File: src/rtl/vinsn_issue_queue.sv
// Instruction issue queue: stamps decoded requests with a free instruction ID,
// buffers them in order and hands the head to the launcher; IDs recycle on retire.

package core_pkg;
    localparam int unsigned InsnIDNum = 8;

    typedef logic [$clog2(InsnIDNum)-1:0] insn_id_t;

    typedef struct packed {
        logic [7:0]  op;
        logic [31:0] operand;
        insn_id_t    insn_id;
    } issue_req_t;
endpackage

module vinsn_issue_queue
    import core_pkg::*;
#(
    parameter int unsigned Depth = 4,
    parameter int unsigned NrIDs = InsnIDNum
) (
    input  logic                    clk_i,
    input  logic                    rst_ni,
    input  logic                    dec_valid_i,
    output logic                    dec_ready_o,
    input  issue_req_t              dec_req_i,
    output logic                    issue_req_valid_o,
    input  logic                    issue_req_ready_i,
    output issue_req_t              issue_req_o,
    output logic                    alloc_valid_o,
    output insn_id_t                alloc_id_o,
    input  logic                    done_i,
    input  insn_id_t                done_insn_id_i,
    input  logic                    flush_i,
    output logic [$clog2(Depth):0]  occupancy_o
);

    localparam int unsigned PtrW = $clog2(Depth);
    localparam int unsigned OccW = PtrW + 1;
    localparam int unsigned IdW  = $bits(insn_id_t);

    issue_req_t      mem_reg [Depth];
    logic [PtrW-1:0] wr_ptr_reg;
    logic [PtrW-1:0] rd_ptr_reg;
    logic [OccW-1:0] occ_reg;
    logic [OccW-1:0] occ_next;
    logic            valid_reg;
    logic [NrIDs-1:0] busy_reg;
    logic [NrIDs-1:0] busy_next;
    insn_id_t        search_ptr_reg;

    logic            full;
    logic            deq;
    logic            enq;
    logic            free_found;
    insn_id_t        free_id;
    logic [IdW:0]    cand;
    issue_req_t      req_in;
    logic [Depth-1:0] slot_live;

    assign full = (occ_reg == OccW'(Depth));
    assign deq  = valid_reg && issue_req_ready_i;

    // A full queue can still accept when the head leaves in the same cycle.
    assign dec_ready_o = (!full || deq) && free_found && !flush_i;
    assign enq         = dec_valid_i && dec_ready_o;

    assign alloc_valid_o     = enq;
    assign alloc_id_o        = enq ? free_id : '0;
    assign issue_req_valid_o = valid_reg;
    assign issue_req_o       = mem_reg[rd_ptr_reg];
    assign occupancy_o       = occ_reg;

    // Round-robin search: scanning offsets downward leaves the lowest free offset last.
    always_comb begin
        free_found = 1'b0;
        free_id    = '0;
        cand       = '0;
        for (int k = NrIDs - 1; k >= 0; k--) begin
            cand = {1'b0, search_ptr_reg} + (IdW+1)'(k);
            if (cand >= (IdW+1)'(NrIDs)) begin
                cand = cand - (IdW+1)'(NrIDs);
            end
            if (!busy_reg[cand[IdW-1:0]]) begin
                free_found = 1'b1;
                free_id    = cand[IdW-1:0];
            end
        end
    end

    always_comb begin
        req_in         = dec_req_i;
        req_in.insn_id = free_id;
    end

    // Slots still holding unlaunched entries; the head leaving this cycle keeps its ID busy.
    for (genvar gi = 0; gi < Depth; gi++) begin : g_slot
        logic [PtrW-1:0] offs;
        assign offs          = PtrW'(gi) - rd_ptr_reg;
        assign slot_live[gi] = ({1'b0, offs} < occ_reg) && !(deq && (offs == '0));
    end

    always_comb begin
        busy_next = busy_reg;
        if (done_i) begin
            busy_next[done_insn_id_i] = 1'b0;
        end
        if (flush_i) begin
            for (int s = 0; s < Depth; s++) begin
                if (slot_live[s]) begin
                    busy_next[mem_reg[s].insn_id] = 1'b0;
                end
            end
        end
        if (enq) begin
            busy_next[free_id] = 1'b1;
        end
    end

    always_comb begin
        occ_next = occ_reg;
        if (flush_i) begin
            occ_next = '0;
        end else if (enq && !deq) begin
            occ_next = occ_reg + 1'b1;
        end else if (deq && !enq) begin
            occ_next = occ_reg - 1'b1;
        end
    end

    always_ff @(posedge clk_i or negedge rst_ni) begin
        if (!rst_ni) begin
            wr_ptr_reg     <= '0;
            rd_ptr_reg     <= '0;
            occ_reg        <= '0;
            valid_reg      <= 1'b0;
            busy_reg       <= '0;
            search_ptr_reg <= '0;
            for (int s = 0; s < Depth; s++) begin
                mem_reg[s] <= '0;
            end
        end else begin
            busy_reg  <= busy_next;
            occ_reg   <= occ_next;
            valid_reg <= (occ_next != '0);
            if (flush_i) begin
                wr_ptr_reg <= '0;
                rd_ptr_reg <= '0;
            end else begin
                if (enq) begin
                    mem_reg[wr_ptr_reg] <= req_in;
                    wr_ptr_reg          <= wr_ptr_reg + 1'b1;
                    search_ptr_reg      <= (free_id == IdW'(NrIDs - 1)) ? '0 : free_id + 1'b1;
                end
                if (deq) begin
                    rd_ptr_reg <= rd_ptr_reg + 1'b1;
                end
            end
        end
    end

endmodule

File: config.mk
export PLATFORM = sky130hd
export DESIGN_NAME = vinsn_issue_queue
export DESIGN_NICKNAME = d
export VERILOG_FILES = /design/src/rtl/vinsn_issue_queue.sv
export SDC_FILE = /design/constraint.sdc
export NUM_CORES = 1
export LEC_CHECK = 0
export BUFFER_PORTS_ARGS = -buffer_cell sky130_fd_sc_hd__buf_2
export CAP_MARGIN = 20
export CORE_MARGIN = 1
export CORE_UTILIZATION = 32
export DETAILED_ROUTE_END_ITERATION = 6
export GPL_TIMING_DRIVEN = 0
export PLACE_DENSITY = 0.58
export RECOVER_POWER = 100
export SYNTH_ARGS = -nofsm -noshare
export SYNTH_HDL_FRONTEND = slang
export SYNTH_SLANG_ARGS = --single-unit
File: constraint.sdc
create_clock -name clk_i -period 4.1 [get_ports clk_i]
set_input_delay 1.23 -clock clk_i [delete_from_list [all_inputs] [get_ports clk_i]]
set_output_delay 1.23 -clock clk_i [all_outputs]
set_load 0.05 [all_outputs]
==> flow_summary.json, run 1 <==
{
  "number_of_flip_flops_and_latches_in_the_synthesized_netlist": 191,
  "outcome": "finished with violations",
  "ys_dominant_reg_cell": "sky130_fd_sc_hd__dfrtp_1",
  "clk_pin_slew_ps": 80,
  "nFillCells": 2854,
  "finalWorstPathRequiredPeriod_ps": 4360,
  "count_of_flip_flops_with_a_built_in_enable_after_synthesis": 0,
  "later_pin_clock_latency_in_the_skew_report_ps": 430,
  "postRouteAntennaNets": 0,
  "synthCells": 724,
  "sequential_area_um2": 4780,
  "unrepaired_setup_endpoints_after_global_routing": "yes",
  "cts_max_level": 4,
  "flop_pwr_share_pct": 32.2,
  "fmax_mhz": 229,
  "critical_path.cell_chain": "buf_6 -> buf_8 -> inv_6 -> ha_4 -> mux4_2 -> mux2i_4 -> mux2i_1 -> a21oi_1 -> a31o_2 -> nand2_4 -> clkinvlp_4 -> buf_8",
  "drt_via_density": 5.09,
  "largest_reg_flops": 172,
  "hold_path.class": "flop to flop",
  "synth.distinct_cells": 57,
  "max-clock-path-buffers": 2,
  "synthTopCellsByArea": "sky130_fd_sc_hd__dfrtp_1 (49%), sky130_fd_sc_hd__mux2_2 (19%), sky130_fd_sc_hd__mux4_2 (11%), sky130_fd_sc_hd__ha_1 (2.4%), sky130_fd_sc_hd__nand2_1 (1.6%)",
  "wirelength_um": 22900,
  "synth_most_common_cell": "sky130_fd_sc_hd__dfrtp_1",
  "power_per_cell_area_nw_per_um2": 840,
  "syn-mean-instance-area_um2": 13.5,
  "drt-wirelength-per-cell_um": 18.1,
  "syn_to_final_growth_pct": 20.6,
  "final.period_utilization_pct": 106,
  "initial_core_util_pct": 32.8,
  "numPortBuffers": 100,
  "final_cell_area_um2": 11800,
  "die_width_um": 177,
  "global_route_wire_length_before_repair_um": 37500,
  "post_cts_hold_buffer_count": 0,
  "setup_violations": 4,
  "failed_checks": "capacitance limit, slew limit, setup timing",
  "cp_max_fo": 6,
  "cp.arrival_ps": 3130,
  "cap_violations": 1,
  "design.final.nets": 934,
  "cts_num_sinks": 191,
  "synth_fp_nets": 795,
  "cpPeakStageDelay_ps": 560,
  "async_reset_ff_share_pct": 100,
  "initial_antenna_violation_count": 2,
  "drt_drc_violations_left": 0,
  "post-place-ws_ps": -652,
  "synth.yosys.seq_area_share_pct": 49.0,
  "power_frac_clock_pct": 17.2,
  "vdd_ir_drop_max_mv": 0.408,
  "multiInputGateArea_um2": 4840,
  "grt_usage_pct": 15.5,
  "worst_setup_path_start_kind": "flop",
  "worstSetupEndpointType": "output port",
  "drt-initial-drc-count": 333,
  "grt_max_degree": 111,
  "post_synth_most_frequent_cells": "sky130_fd_sc_hd__dfrtp_1 (191), sky130_fd_sc_hd__mux2_2 (165), sky130_fd_sc_hd__mux4_2 (48)",
  "final_hold_viol_count": 0,
  "timing.setup.critical_path_class": "flop to output port",
  "fin_skew_ps": 18.2,
  "place.gp.congestion": 0.869,
  "drive_above_1_share_pct": 48.3,
  "tritoncts_clock_tree": "done",
  "worst-slew-pin-transition_ps": 2830,
  "crit_required_ps": 2870,
  "detailed_router_iteration_count_before_antenna_repair": 6,
  "cp_common_cell": "sky130_fd_sc_hd__buf_8",
  "power_report.internal_total_uw": 5760,
  "timing.reg2reg.setup_slack_ps": 480,
  "finalCoreUtilization_pct": 39.5,
  "route.vias.total": 6444,
  "cts_inserted_buffers": 17,
  "worst_slew_margin_rel_pct": -88.8,
  "finalWorstSetupSlack_ps": -264,
  "grt_pass1_vias": 6761,
  "total_i_o_pin_count": 104,
  "place_hpwl_um": 15600,
  "cts-root-buf": "sky130_fd_sc_hd__clkbuf_16",
  "crit_path_top_delay_cell": "sky130_fd_sc_hd__mux4_2",
  "placement_rows": 63,
  "synthesis.area_um2": 9760,
  "slew_violations": 111,
  "synth_area_leader_cell": "sky130_fd_sc_hd__dfrtp_1",
  "dpl_cell_area_um2": 10800,
  "switching_share_pct": 41.7,
  "synthesis.yosys.warnings": 0,
  "die_area_um2": 31200,
  "overflow": 0,
  "total_switching_power_uw": 4120,
  "core_outline_area_um2": 29800,
  "pwr-share-comb_pct": 50.6,
  "num_antenna_cells": 0,
  "power_leakage_uw": 0.00506,
  "die_h_um": 177,
  "netlist.area_leader.share_pct": 49.0
}
[per-stage QoR]
stage          instances  total power (uW)  setup TNS, ps  hold WS (ps)
3_3_place_gp        1214              7740        -297280           473
2_1_floorplan        724              6760          -57.8           459
4_1_cts             1262              9870          -1130           503
5_1_grt             1265             10500          -6230           516
6_report            1265              9880           -712           499
3_5_place_dp        1215              7820          -2880           487
[layer usage]
layer,GRT usage (%),up-vias,share of wire (%)
li1,-,2975,-
met1,21.2,3313,46
met2,25.1,127,48
met4,3.84,4,1.2
met3,3.18,25,4.3
met5,0,-,0.12
[power groups by stage]
stage	Clock (uW)	Combinational, uW	Sequential, uW
global route	1830	5380	3290
detailed placement	0	4620	3200
global placement	0	4560	3180
finish	1700	5000	3180
floorplan	0	3660	3090
CTS	1750	4940	3170
[cell usage in the layout, fill, tap and decap left out, types with 5 or more instances in the layout]
master | netlist | final
sky130_fd_sc_hd__a21oi_1 | 17 | 16
sky130_fd_sc_hd__buf_8 | 0 | 5
sky130_fd_sc_hd__mux4_2 | 48 | 48
sky130_fd_sc_hd__nor2_1 | 27 | 24
sky130_fd_sc_hd__o21ai_0 | 26 | 25
sky130_fd_sc_hd__buf_4 | 10 | 29
sky130_fd_sc_hd__inv_1 | 19 | 17
sky130_fd_sc_hd__nand3_1 | 7 | 7
sky130_fd_sc_hd__o31ai_1 | 8 | 8
sky130_fd_sc_hd__a31oi_1 | 5 | 5
sky130_fd_sc_hd__dfrtp_1 | 191 | 189
sky130_fd_sc_hd__nand2b_1 | 9 | 8
sky130_fd_sc_hd__o22ai_1 | 5 | 5
sky130_fd_sc_hd__mux2i_1 | 15 | 11
sky130_fd_sc_hd__o32ai_1 | 8 | 8
sky130_fd_sc_hd__buf_2 | 11 | 99
sky130_fd_sc_hd__mux2_2 | 165 | 165
sky130_fd_sc_hd__clkbuf_16 | 0 | 17
sky130_fd_sc_hd__clkbuf_1 | 13 | 17
sky130_fd_sc_hd__ha_1 | 19 | 17
sky130_fd_sc_hd__mux2_1 | 5 | 5
sky130_fd_sc_hd__nand2_1 | 41 | 40
sky130_fd_sc_hd__nand3b_1 | 7 | 7
[cells by family (layout without fill, tap and decap cells)]
group / count (synthesis) / count (layout) / share of synthesized area (%)
AOI/OAI and AO/OA: 95 / 95 / 6.82
xor gates and xnor gates: 7 / 7 / 0.628
adders and majority gates: 20 / 20 / 2.54
buffers and inverters: 64 / 215 / 3.06
DFF: 191 / 191 / 49.0
muxes: 233 / 233 / 32.2
and+or+nand+nor: 114 / 114 / 5.74
[repair_timing]
item / CTS / global route
resized for setup: 34 / 24
endpoints found under the setup margin: 46 / 23
buffers inserted: 16 / 4
pin swaps: 10 / 5
[final timing paths]
path / from / cells after the start / end
max: search_ptr_reg[0] / 12 / alloc_id_o[1]
min: mem_reg[82] / 1 / mem_reg[82]
max reg2reg: rd_ptr_reg[1] / 13 / busy_reg[5]
min reg2reg: mem_reg[82] / 1 / mem_reg[82]
max in group asynchronous: rst_ni / 1 / search_ptr_reg[0]
min in group asynchronous: rst_ni / 1 / mem_reg[39]
[final cells by class]
cell class	count	area share (%)
Clock buffer	18	3.65
Timing Repair Buffer	121	5.85
Sequential cell	191	40.6
Clock inverter	13	1.49
Buffer	41	2.23
Tap cell	390	4.15
Inverter	22	0.883
Multi-Input combinational cell	469	41.1
[critical path: cells and delay by family, from the launching register on]
family / cells / cell delay (ps)
AOI/OAI and AO/OA: 2 / 330
muxes: 3 / 1090
and+or+nand+nor: 1 / 90
DFF: 1 / 410
adders and majority gates: 1 / 300
buffers and inverters: 5 / 490
Power figures use the tool's default switching activity.
==> run 2, diff against run 1 <==
--- a/config.mk
+++ b/config.mk
@@ -11,7 +11,7 @@
 export CORE_UTILIZATION = 32
 export DETAILED_ROUTE_END_ITERATION = 6
 export GPL_TIMING_DRIVEN = 0
-export PLACE_DENSITY = 0.58
+export PLACE_DENSITY = 0.6
 export RECOVER_POWER = 100
 export SYNTH_ARGS = -nofsm -noshare
 export SYNTH_HDL_FRONTEND = slang
==> flow_summary.json, run 2 (synthesis gave the netlist of run 1 again) <==
{
  "flop_pwr_share_pct": 32.0,
  "grt_usage_pct": 15.5,
  "drt_via_density": 5.12,
  "max-clock-path-buffers": 2,
  "mostFrequentLayoutCells": "sky130_fd_sc_hd__dfrtp_1 (190), sky130_fd_sc_hd__mux2_2 (165), sky130_fd_sc_hd__buf_2 (99)",
  "overflow": 0,
  "cts-root-buf": "sky130_fd_sc_hd__clkbuf_16",
  "final_cell_area_um2": 11900,
  "finalCoreUtilization_pct": 39.9,
  "power_leakage_uw": 0.00512,
  "crit_path_top_delay_cell": "sky130_fd_sc_hd__mux4_2",
  "cp_max_fo": 7,
  "route.vias.total": 6544,
  "switching_share_pct": 42.0,
  "drt_drc_violations_left": 0,
  "post-place-ws_ps": -641,
  "postRouteAntennaNets": 0,
  "total_switching_power_uw": 4170,
  "power_per_cell_area_nw_per_um2": 837,
  "grt_max_degree": 110,
  "drt-wirelength-per-cell_um": 18.2,
  "worstSetupEndpointType": "output port",
  "detailed_router_iteration_count_before_antenna_repair": 4,
  "cts_max_level": 4,
  "pwr-share-comb_pct": 51.8,
  "clk_pin_slew_ps": 80,
  "critical_path.cell_chain": "clkbuf_8 -> clkinv_8 -> ha_4 -> mux4_2 -> mux2i_4 -> mux2i_1 -> a21oi_1 -> a31o_2 -> nand2_8 -> clkinvlp_4 -> buf_8",
  "crit_required_ps": 2870,
  "wirelength_um": 23300,
  "initial_antenna_violation_count": 3,
  "core_outline_area_um2": 29800,
  "power_frac_clock_pct": 16.2,
  "dpl_cell_area_um2": 10800,
  "global_route_wire_length_before_repair_um": 37400,
  "total_i_o_pin_count": 104,
  "design.final.nets": 947,
  "finalWorstPathRequiredPeriod_ps": 4370,
  "grt_pass1_vias": 6603,
  "place_hpwl_um": 15800,
  "initial_core_util_pct": 32.8,
  "failed_checks": "capacitance limit, slew limit, setup timing",
  "cp.arrival_ps": 3140,
  "nFillCells": 2860,
  "final.period_utilization_pct": 107,
  "setup_violations": 4,
  "cpPeakStageDelay_ps": 560,
  "cap_violations": 1,
  "cts_num_sinks": 191,
  "worst_slew_margin_rel_pct": -40.5,
  "numPortBuffers": 100,
  "worst-slew-pin-transition_ps": 2110,
  "largest_reg_flops": 172,
  "finalWorstSetupSlack_ps": -267,
  "fin_skew_ps": 8.08,
  "num_antenna_cells": 0,
  "tritoncts_clock_tree": "done",
  "ff2ff_path_depth": 16,
  "outcome": "finished with violations",
  "final_hold_viol_count": 0,
  "placement_rows": 63,
  "slew_violations": 84,
  "cts_inserted_buffers": 17,
  "final.hold.worst_slack_ps": 489,
  "drt-initial-drc-count": 353,
  "whs_path_depth": 1,
  "place.gp.congestion": 0.823,
  "post_cts_hold_buffer_count": 0,
  "power_report.internal_total_uw": 5760,
  "syn_to_final_growth_pct": 21.7,
  "drive_above_1_share_pct": 49.4,
  "die_width_um": 177,
  "unrepaired_setup_endpoints_after_global_routing": "yes",
  "die_h_um": 177,
  "layout.cells.most_common": "sky130_fd_sc_hd__dfrtp_1",
  "timing.setup.critical_path_class": "flop to output port",
  "fmax_mhz": 229,
  "die_area_um2": 31200,
  "worst_setup_path_start_kind": "flop",
  "vdd_ir_drop_max_mv": 0.389,
  "later_pin_clock_latency_in_the_skew_report_ps": 430,
  "design_power_total_uw": 9930,
  "hold_path.class": "flop to flop"
}
[run 2: cell types whose count changed in the layout (fill, tap and decap cells not counted), moves of 2 or more]
cell and change:
sky130_fd_sc_hd__buf_12 +2, sky130_fd_sc_hd__buf_4 +10, sky130_fd_sc_hd__buf_6 +3, sky130_fd_sc_hd__buf_8 -2
sky130_fd_sc_hd__bufinv_16 -2, sky130_fd_sc_hd__clkbuf_8 +4, sky130_fd_sc_hd__clkinv_8 -2
[run 2: power groups by stage]
| stage | Combinational (uW) | Clock, uW | Sequential, uW |
|---|---|---|---|
| global route | 5490 | 1730 | 3290 |
| global placement | 4550 | 0 | 3170 |
| detailed placement | 4600 | 0 | 3200 |
| floorplan | 3660 | 0 | 3090 |
| finish | 5140 | 1610 | 3180 |
| CTS | 5030 | 1660 | 3180 |
[run 2: metrics by stage]
step	setup TNS [ps]	std cells
2_1_floorplan	-57.8	724
3_3_place_gp	-290440	1214
3_5_place_dp	-2730	1215
4_1_cts	-834	1269
5_1_grt	-1350	1279
6_report	-941	1279
[run 2: metal layers]
metal	share of wire [%]	routed length, um	vias to the layer above	GRT usage [%]
met5	0.15	34	-	0
met4	0.99	231	6	3.81
met3	4.0	940	22	3.91
met2	50	11600	110	25.1
met1	45	10500	3417	20.8
li1	-	-	2989	-
[run 2: worst paths after layout]
check	start	slack, ps	end
worst max-delay path	search_ptr_reg[1]	-270	alloc_id_o[1]
worst min register to register	mem_reg[82]	490	mem_reg[82]
worst min-delay path	mem_reg[82]	490	mem_reg[82]
min in group asynchronous	rst_ni	1400	mem_reg[170]
worst max register to register	search_ptr_reg[0]	410	mem_reg[93]
max in group asynchronous	rst_ni	820	mem_reg[56]
[run 2: layout make-up]
| cell class | instances | area, um^2 | share of cell area (%) |
|---|---|---|---|
| multi-input combinational | 469 | 4860 | 41.0 |
| sequential | 191 | 4780 | 40.3 |
| timing repair buffer | 134 | 813 | 6.85 |
| tap | 390 | 488 | 4.11 |
| clock buffer | 20 | 467 | 3.93 |
| buffer | 41 | 256 | 2.16 |
| inverter | 22 | 104 | 0.875 |
| clock inverter | 12 | 101 | 0.853 |
[run 2: critical path, delay by kind of cell, from the launching register on]
family                     cells  cell delay, ps
DFF                            1             420
and+or+nand+nor                1              80
buffers and inverters          4             470
adders and majority gates      1             310
muxes                          3            1070
AOI/OAI and AO/OA              2             340
[run 2: what timing repair did]
action	CTS	global route
pin swaps	13	7
setup buffers	22	11
gates resized for setup	49	17
endpoints found under the setup margin	46	33
